==> src/rtl/mp_pkg.sv <==
// Shared types and instruction-field helpers for the mp_core processor.
// Instruction layout, MSB to LSB: srcA | srcB | op | dest | we.
package mp_pkg;

  typedef enum logic [2:0] {
    OP_ADD = 3'd0,
    OP_SUB = 3'd1,
    OP_AND = 3'd2,
    OP_OR  = 3'd3,
    OP_XOR = 3'd4,
    OP_SHL = 3'd5,
    OP_SHR = 3'd6,
    OP_MUL = 3'd7
  } op_e;

  typedef enum logic [2:0] {
    ST_IDLE = 3'd0,
    ST_READ = 3'd1,
    ST_EXEC = 3'd2,
    ST_WB   = 3'd3,
    ST_RESP = 3'd4
  } state_e;

  function automatic int instr_w(input int addr_w);
    return 3 * addr_w + 4;
  endfunction

  function automatic int we_lsb();
    return 0;
  endfunction

  function automatic int dest_lsb();
    return 1;
  endfunction

  function automatic int op_lsb(input int addr_w);
    return addr_w + 1;
  endfunction

  function automatic int srcb_lsb(input int addr_w);
    return addr_w + 4;
  endfunction

  function automatic int srca_lsb(input int addr_w);
    return 2 * addr_w + 4;
  endfunction

endpackage

==> src/rtl/mp_alu.sv <==
// ALU with carry/zero flags for mp_core. With ITER_MUL_EN defined, MUL runs on a
// shift-add multiplier handshaked by start/done; otherwise MUL is combinational.
module mp_alu
  import mp_pkg::*;
#(
  parameter int DATA_W = 8
) (
`ifdef ITER_MUL_EN
  input  logic                  clk,
  input  logic                  rst,
  input  logic                  start,
`endif
  input  op_e                   op,
  input  logic [DATA_W-1:0]     a,
  input  logic [DATA_W-1:0]     b,
  output logic [2*DATA_W-1:0]   res,
  output logic                  carry,
  output logic                  zero,
  output logic                  done
);

  localparam int W2   = 2 * DATA_W;
  localparam int SH_W = $clog2(DATA_W);

  logic [DATA_W:0]   sum;
  logic [DATA_W:0]   diff;
  logic [SH_W-1:0]   sh;
  logic [W2-1:0]     mul_res;
  logic              mul_done;

`ifdef ITER_MUL_EN
  localparam int CNT_W = (SH_W < 1) ? 1 : SH_W;

  logic              busy_q, busy_d;
  logic [CNT_W-1:0]  cnt_q, cnt_d;
  logic [W2-1:0]     acc_q, acc_d;
  logic [W2-1:0]     mcand_q, mcand_d;
  logic [DATA_W-1:0] mplier_q, mplier_d;

  // Start handles bit 0; the last bit is folded in combinationally so EXEC spans DATA_W cycles.
  assign mul_res  = acc_q + (mplier_q[0] ? mcand_q : '0);
  assign mul_done = busy_q && (cnt_q == CNT_W'(DATA_W - 1));

  always_comb begin
    busy_d   = busy_q;
    cnt_d    = cnt_q;
    acc_d    = acc_q;
    mcand_d  = mcand_q;
    mplier_d = mplier_q;
    if (start && (op == OP_MUL)) begin
      busy_d   = 1'b1;
      cnt_d    = CNT_W'(1);
      acc_d    = b[0] ? W2'(a) : '0;
      mcand_d  = W2'(a) << 1;
      mplier_d = b >> 1;
    end else if (busy_q) begin
      busy_d   = !mul_done;
      cnt_d    = cnt_q + CNT_W'(1);
      acc_d    = mul_res;
      mcand_d  = mcand_q << 1;
      mplier_d = mplier_q >> 1;
    end
  end

  always_ff @(posedge clk) begin
    if (rst) begin
      busy_q <= 1'b0;
      cnt_q  <= '0;
    end else begin
      busy_q <= busy_d;
      cnt_q  <= cnt_d;
    end
  end

  always_ff @(posedge clk) begin
    acc_q    <= acc_d;
    mcand_q  <= mcand_d;
    mplier_q <= mplier_d;
  end
`else
  assign mul_res  = W2'(a) * W2'(b);
  assign mul_done = 1'b1;
`endif

  assign sum  = {1'b0, a} + {1'b0, b};
  assign diff = {1'b0, a} - {1'b0, b};
  assign sh   = b[SH_W-1:0];

  always_comb begin
    res   = '0;
    carry = 1'b0;
    done  = 1'b1;
    case (op)
      OP_ADD: begin
        res   = W2'(sum);
        carry = sum[DATA_W];
      end
      // Borrow is the ninth bit of the difference; it also sign-extends the result.
      OP_SUB: begin
        res   = {{(W2-DATA_W-1){diff[DATA_W]}}, diff};
        carry = diff[DATA_W];
      end
      OP_AND: res = W2'(a & b);
      OP_OR:  res = W2'(a | b);
      OP_XOR: res = W2'(a ^ b);
      OP_SHL: res = W2'(a) << sh;
      OP_SHR: res = W2'(a >> sh);
      OP_MUL: begin
        res  = mul_res;
        done = mul_done;
      end
      default: res = '0;
    endcase
  end

  assign zero = (res == '0);

endmodule

==> src/rtl/mp_core.sv <==
// Multi-cycle processor core: register file, sequencing FSM and mp_alu behind
// valid/ready command and result handshakes. Optional macro: ITER_MUL_EN.
module mp_core
  import mp_pkg::*;
#(
  parameter  int DATA_W  = 8,
  parameter  int NREGS   = 16,
  localparam int ADDR_W  = $clog2(NREGS),
  localparam int INSTR_W = instr_w(ADDR_W)
) (
  input  logic                  CLK,
  input  logic                  RST,
  input  logic                  in_valid,
  output logic                  in_ready,
  input  logic                  in_load,
  input  logic [INSTR_W-1:0]    in_instr,
  input  logic [DATA_W-1:0]     in_data,
  output logic                  res_valid,
  input  logic                  res_ready,
  output logic [2*DATA_W-1:0]   result,
  output logic                  flag_z,
  output logic                  flag_c,
  output logic [2:0]            state
);

  localparam int W2 = 2 * DATA_W;

  state_e              state_q, state_d;
  logic                is_load_q, is_load_d;
  logic [ADDR_W-1:0]   src_a_q, src_a_d;
  logic [ADDR_W-1:0]   src_b_q, src_b_d;
  op_e                 op_q, op_d;
  logic [ADDR_W-1:0]   dest_q, dest_d;
  logic                we_q, we_d;
  logic [DATA_W-1:0]   opa_q, opa_d;
  logic [DATA_W-1:0]   opb_q, opb_d;
  logic [W2-1:0]       result_q, result_d;
  logic                flag_z_q, flag_z_d;
  logic                flag_c_q, flag_c_d;

  logic [DATA_W-1:0]   regs_q [NREGS];
  logic                rf_we;

  logic [W2-1:0]       alu_res;
  logic                alu_carry;
  logic                alu_zero;
  logic                alu_done;

`ifdef ITER_MUL_EN
  logic                exec_first_q, exec_first_d;
  logic                alu_start;

  assign exec_first_d = (state_q == ST_READ);
  assign alu_start    = (state_q == ST_EXEC) && exec_first_q;
`endif

  mp_alu #(.DATA_W(DATA_W)) u_alu (
`ifdef ITER_MUL_EN
    .clk   (CLK),
    .rst   (RST),
    .start (alu_start),
`endif
    .op    (op_q),
    .a     (opa_q),
    .b     (opb_q),
    .res   (alu_res),
    .carry (alu_carry),
    .zero  (alu_zero),
    .done  (alu_done)
  );

  always_comb begin
    state_d   = state_q;
    is_load_d = is_load_q;
    src_a_d   = src_a_q;
    src_b_d   = src_b_q;
    op_d      = op_q;
    dest_d    = dest_q;
    we_d      = we_q;
    opa_d     = opa_q;
    opb_d     = opb_q;
    result_d  = result_q;
    flag_z_d  = flag_z_q;
    flag_c_d  = flag_c_q;
    rf_we     = 1'b0;
    case (state_q)
      ST_IDLE: begin
        if (in_valid) begin
          is_load_d = in_load;
          src_a_d   = in_instr[srca_lsb(ADDR_W) +: ADDR_W];
          src_b_d   = in_instr[srcb_lsb(ADDR_W) +: ADDR_W];
          op_d      = op_e'(in_instr[op_lsb(ADDR_W) +: 3]);
          dest_d    = in_instr[dest_lsb() +: ADDR_W];
          we_d      = in_instr[we_lsb()];
          // Loads skip READ/EXEC: their result is known at accept time.
          if (in_load) begin
            result_d = W2'(in_data);
            flag_z_d = (in_data == '0);
            flag_c_d = 1'b0;
            state_d  = ST_WB;
          end else begin
            state_d  = ST_READ;
          end
        end
      end
      ST_READ: begin
        opa_d   = regs_q[src_a_q];
        opb_d   = regs_q[src_b_q];
        state_d = ST_EXEC;
      end
      ST_EXEC: begin
        if (alu_done) begin
          result_d = alu_res;
          flag_z_d = alu_zero;
          flag_c_d = alu_carry;
          state_d  = ST_WB;
        end
      end
      ST_WB: begin
        rf_we   = is_load_q || we_q;
        state_d = ST_RESP;
      end
      ST_RESP: begin
        if (res_ready) state_d = ST_IDLE;
      end
      default: state_d = ST_IDLE;
    endcase
  end

  always_ff @(posedge CLK) begin
    if (RST) begin
      state_q  <= ST_IDLE;
      result_q <= '0;
      flag_z_q <= 1'b0;
      flag_c_q <= 1'b0;
`ifdef ITER_MUL_EN
      exec_first_q <= 1'b0;
`endif
    end else begin
      state_q  <= state_d;
      result_q <= result_d;
      flag_z_q <= flag_z_d;
      flag_c_q <= flag_c_d;
`ifdef ITER_MUL_EN
      exec_first_q <= exec_first_d;
`endif
    end
  end

  always_ff @(posedge CLK) begin
    is_load_q <= is_load_d;
    src_a_q   <= src_a_d;
    src_b_q   <= src_b_d;
    op_q      <= op_d;
    dest_q    <= dest_d;
    we_q      <= we_d;
    opa_q     <= opa_d;
    opb_q     <= opb_d;
  end

  always_ff @(posedge CLK) begin
    if (RST) begin
      for (int i = 0; i < NREGS; i++) regs_q[i] <= '0;
    end else if (rf_we) begin
      regs_q[dest_q] <= result_q[DATA_W-1:0];
    end
  end

  assign in_ready  = (state_q == ST_IDLE);
  assign res_valid = (state_q == ST_RESP);
  assign result    = result_q;
  assign flag_z    = flag_z_q;
  assign flag_c    = flag_c_q;
  assign state     = state_q;

endmodule

==> config.mk <==
export PLATFORM = sky130hd
export DESIGN_NAME = mp_core
export DESIGN_NICKNAME = d
export VERILOG_FILES = /design/src/rtl/mp_pkg.sv /design/src/rtl/mp_alu.sv /design/src/rtl/mp_core.sv
export SDC_FILE = /design/constraint.sdc
export NUM_CORES = 1
export LEC_CHECK = 0
export ABC_AREA = 0
export CAP_MARGIN = 10
export CORE_MARGIN = 10
export CORE_UTILIZATION = 50
export CTS_BUF_LIST = sky130_fd_sc_hd__clkbuf_8
export CTS_CLUSTER_DIAMETER = 100
export CTS_CLUSTER_SIZE = 14
export DETAILED_ROUTE_END_ITERATION = 10
export GPL_ROUTABILITY_DRIVEN = 0
export HOLD_SLACK_MARGIN = 0.12
export PLACE_DENSITY = 0.78
export SYNTH_ARGS = -nofsm -noshare
export SYNTH_HDL_FRONTEND = slang
export SYNTH_SLANG_ARGS = --single-unit
==> constraint.sdc <==
create_clock -name CLK -period 12.5 [get_ports CLK]
set_input_delay 1.25 -clock CLK [delete_from_list [all_inputs] [get_ports CLK]]
set_output_delay 1.25 -clock CLK [all_outputs]
set_load 0.01 [all_outputs]
======== Word-level counts from Yosys, hierarchy flattened ========
Memories as Yosys holds them, arrays and structs flattened. A register that Yosys moved wholly into a read port is not among the register bits.
Index checks and enable logic that the tools add are counted.
W data, S select, Z words.
operators by class
  reduce and logical (&&, ||, !) cells .... 10
  bitwise gates (word level) .............. 3
  shift-type cells ........................ 2
  divide/modulo/power cells ............... 0
  $mul .................................... 1
  equality and inequality tests ........... 14
  add/subtract/negate cells ............... 2
  order comparisons ....................... 0
  muxes and demuxes ....................... 24
operator list
  kind                  count
  $pmux W16 S8          1
  $mux W16              2
  $pmux W16 S2          1
  $logic_not A16 Y1     1
  $mul A8 B8 Y16        1
  $shl A8 B3 Y16        1
  $shr A8 B3 Y16        1
  $eq A3 B3 Y1 const B  5
  $pmux W3 S5           1
  $eq A3 B2 Y1 const B  4
  $mux W1               11
  $add A8 B8 Y9         1
  $sub A8 B8 Y9         1
  $and A8 B8 Y8         1
  $logic_not A8 Y1      1
  $mux W8               1
  $or A8 B8 Y8          1
  $reduce_or A8 Y1      1
  $xor A8 B8 Y8         1
  $eq A3 B1 Y1 const B  2
  $logic_not A3 Y1      2
  $mux W3               2
  $pmux W1 S2           3
  $mux W4               1
  7 further kinds       9
storage, ports and cells
  bits in latches ......................... 0
  bits in registers ....................... 38
  memory bits (read-only) ................. 0
  output and inout bits ................... 23
  memories kept ........................... 1
  input bits .............................. 29
  RAM bits ................................ 128
memories
  memory  depth  bits a word  read ports  clocked after Yosys merged registers in  wr ports  line           RTL
  regs_q  16     8            2           2                                        16        mp_core.sv:41  logic [DATA_W-1:0] regs_q [NREGS];

======== Longest topological paths before layout ========
  depth after elaboration ................. 7
  mapped depth ............................ 20
  depth with buffers taken out ............ 19

======== Modules after synthesis ========
A second synthesis with hierarchy kept.
unflattened totals
  cells, all modules ...................... 1095
  area, all modules ....................... 13000.0 sq um
by module, submodules not included
  module   seq. area each (sq um)  cells an instance  times used  area each (sq um)
  mp_core  5255.0                  578                1           8867.3
  mp_alu   0.0                     517                1           4132.7

======== Least setup slack after synthesis ========
Ideal clock, no wire load.
  kind .................................... reg2reg
  start point ............................. reg opb_q[2] (read register of regs_q)
  end point ............................... reg flag_z_q (netlist: flag_z)
  slack ................................... 7.425 ns
  data required time ...................... 12.443 ns
  cell stages (with the launch flop) ...... 20
  data arrival time ....................... 5.018 ns
  cell sequence ........................... edfxtp_1 clkbuf_1 inv_1 clkbuf_1 nor2_1 fa_1 fa_1 fa_1 inv_1 fa_1 inv_1 ha_1 a211oi_1 o31ai_1 a21oi_1 xor2_1 o21ai_0 or4_1 nor4_1 a21o_1
between the ends
  cells in the longest elaborated chain, start to end .. 4
  elaborated cells on any way between the ends .. 11
  those cells by class .................... add/sub: 2; mul: 1; shift: 2; mux: 2; bitwise: 3; reduce/logical: 1
ends and longest elaborated chain
  what                                          line            RTL
  from (decl)                                   mp_core.sv:36   logic [DATA_W-1:0] opb_q, opb_d;
  $mul A8 B8 Y16, or another cell as far along  mp_alu.sv:81    assign mul_res = W2'(a) * W2'(b);
  $pmux W16 S8 *                                mp_alu.sv:93    case (op)
  $logic_not A16 Y1 *                           mp_alu.sv:116   assign zero = (res == '0);
  $pmux W1 S2 *                                 mp_core.sv:86   case (state_q)
  to (signal assigned)                          mp_core.sv:142  flag_z_q <= flag_z_d;
  to (decl)                                     mp_core.sv:38   logic flag_z_q, flag_z_d;
Mark *: on every way between the ends. The rest lies on a longest branch, timed or not.
A chain may end at the register's enable or synchronous reset.

======== Final worst setup path ========
Same ends and word-level chain as after synthesis.

==> results.md <==
- Status: finished clean
- Vias in the first global route: approximately 9000
- IO Pins: 52
- Cell row count: 58
- CTS tree: yes
- Hold Vio Cnt, Final: 0
- Ys async rst share: 0
- Hold crit path type: reg -> reg
- Reg clk slew, reported paths: 0.12 ns
- Area growth syn-to-layout: 9.36%
- First-pass GRT wire length: about 52000 µm
- Largest net degree at the start of global routing: 40
- Num Clock Sinks: 182
- Die X-Extent: roughly 180 µm
- DR vias: ~9000
- #FFs+latches synth: approximately 180
- Final wirelength: approximately 33000 µm
- WP data arrival: 5.79 ns
- Initial antenna violation count: 0
- Chip height: around 180 µm
- Maximum vdd ir drop: roughly 0.12 mV
- Crit Path Class: reg -> reg
- Worst-skew pair later-pin latency: 0.48 ns
- Initial drt markers: ~1300
- Post-synthesis compound-gate area fraction: 0.0784
- F_max: 0.187 GHz
- CTS Root Cell: clkbuf_8
- Xor/xnor share of the synthesized area: 0.00829
- Startpoint Class: register
- Hold-fix buffers at CTS: 0
- Post-Synth Simple-Gate Area: 0.167
- Grt ovf: 0
- Top FF cell, synth: edfxtp_1
- Total track usage: 0.212
- Min cycle time layout: 5.35 ns
- Ys Warns: 0
- EDFF count, synth: between 150 and 200
- Syn Inst Count: ~1100
- Initial core utilization: 0.506
- Drt wl/cell: between 20 and 25 µm
- Post-synthesis adder-cell area fraction: 0.120
- First element of the critical path: opb_q[2]
- Setup Viol. Count Final: 0
- Period utilization: 0.428
- Nets@finish: 1233
- Post-CTS Resized: 0
- Fin. max-slew vios: 0
- # diodes: 0
- Slew HR: 0.265
- Max Cap Viol: 0
- CTS buffer count: 17
- CP required: around 13 ns
- HP Start: flag_c
- Leak: 5.36 nW
- Final ANT Viol Nets: 0
- Largest family of logic cells by synthesized area: multiplexers
- Mapped Avg Cell Area: about 12 µm²
- Final HPWL DP: about 25000 µm
- Post-Syn Nets: around 1200
- Via density: around 6.2
- Post-synthesis mux area share: 0.169
- Pwr Total: roughly 1.8 mW
- Critical Path Sink Type: register
- Drt first pass iters: 5
- Worst Max-Slew Pin Slew: approximately 1.1 ns
- Final TNS setup: 0 ns
- Post-synthesis sequential area ratio: 0.415
- Synthesized area: approximately 13000 µm²
- Power per cell area: between 100 and 150 nW/µm²
- CTS H-Tree Depth: 4
- Post-CTS Setup Inserts: 0
- Core area: 25000 µm²
- RSZ-0062 raised after global routing: false
- Clock Tree Buf Depth: 2
- IO Port Bufs: 51
- Crit Path Max Fanout: 13
- DRC Markers: 0
- Synth cell types: 64
- Final Skew: roughly 0.032 ns
- Die Footprint: between 30000 and 40000 µm²
- Share of post-route cells with drive strength above 1: 0.140
- RR Startpoint: opb_q[2]
cells by family (layout without fill, tap and decap cells):
logic type,Yosys count,after routing
buffers and inverters,136,176
AO/OA/AOI/OAI,148,148
XOR/XNOR,12,12
multiplexers,103,103
adder cells (fa/ha/maj),99,99
flip-flops,182,182
AND/OR/NAND/NOR,398,398
synth_stat cells, types with 14 or more instances:
master / count / area (µm²)
a211oi_1: 14 / 105
a21oi_1: 37 / 185
and2_1: 132 / 826
clkbuf_1: 43 / 161
dfxtp_1: 21 / 420
edfxtp_1: 161 / 4830
fa_1: 38 / 761
ha_1: 61 / 763
inv_1: 76 / 285
mux4_2: 84 / 1890
nand2_1: 42 / 158
nand2b_1: 17 / 106
nor2_1: 119 / 447
nor3_1: 19 / 95.1
o21ai_0: 26 / 130
or2_2: 17 / 106
critical path, cell delays in order (launching register included):
cell and delay, ns:
edfxtp_1 0.56, inv_1 0.37, nor2_1 0.14, fa_1 0.53, fa_1 0.50, fa_1 0.50
inv_1 0.05, fa_1 0.48, inv_1 0.04, ha_1 0.35, a211oi_1 0.25, o31ai_1 0.11
a21oi_1 0.24, xor2_1 0.17, o21ai_0 0.12, or4_1 0.54, nor4_1 0.22, a21o_1 0.14
cell usage in the layout (no fill, tap or decap), types with 10 or more instances in the layout:
master | Yosys | final
a211o_1 | 10 | 10
a211oi_1 | 14 | 14
a21oi_1 | 37 | 37
and2_1 | 132 | 132
buf_4 | 0 | 15
clkbuf_8 | 0 | 17
clkdlybuf4s50_1 | 0 | 51
dfxtp_1 | 21 | 21
edfxtp_1 | 161 | 161
fa_1 | 38 | 38
ha_1 | 61 | 61
inv_1 | 76 | 77
mux2i_1 | 10 | 10
mux4_2 | 84 | 84
nand2_1 | 42 | 42
nand2b_1 | 17 | 17
nor2_1 | 119 | 119
nor3_1 | 19 | 19
o21ai_0 | 26 | 26
or2_2 | 17 | 17
area by class of cell:
cell class,instances,area [µm²]
fill,2097,11200
multi-input combinational,760,6880
sequential,182,5260
timing repair buffer,66,623
tap,330,413
inverter,78,293
clock buffer,17,234
clock inverter,15,156
metrics by stage:
| stage | hold slack, ns | utilization | cells | setup WS (ns) | area (µm²) |
|---|---|---|---|---|---|
| floorplan | 0.476 | - | 1078 | 7.42 | 12700 |
| global placement | 0.439 | 0.538 | 1416 | 7.33 | 13500 |
| detailed placement | 0.454 | 0.538 | 1416 | 7.19 | 13500 |
| CTS | 0.473 | 0.554 | 1448 | 7.17 | 13900 |
| global route | 0.495 | 0.554 | 1448 | 6.75 | 13900 |
| finish | 0.474 | 0.554 | 1448 | 7.15 | 13900 |
power breakdown:
| group | switching [mW] | internal [mW] | leakage (nW) |
|---|---|---|---|
| Sequential | 0.0444 | 0.693 | 1.80 |
| Combinational | 0.376 | 0.277 | 3.36 |
| Clock | 0.253 | 0.151 | 0.197 |
| Total | 0.673 | 1.12 | 5.36 |
final timing paths:
check	to	slack, ns	cells after the start
worst min-delay path	flag_c	0.47	2
worst min register to register	flag_c	0.47	2
worst max-delay path	flag_z	7.15	17
worst max register to register	flag_z	7.15	17
layer usage:
layer	share of wire	wire length, µm	track usage
met5	0	0	0
met4	0.036	1190	0.0830
met3	0.083	2760	0.0314
met2	0.49	16300	0.350
met1	0.39	13100	0.277
registers in the layout, indices dropped and copies added, names as in the netlist, 3 cells and up:
name,cells
op_q,3
regs_q,128
dest_q,4
result,16
state,3
opa_q,8
src_a_q,4
src_b_q,4
opb_q,8
Power figures use the tool's default switching activity.
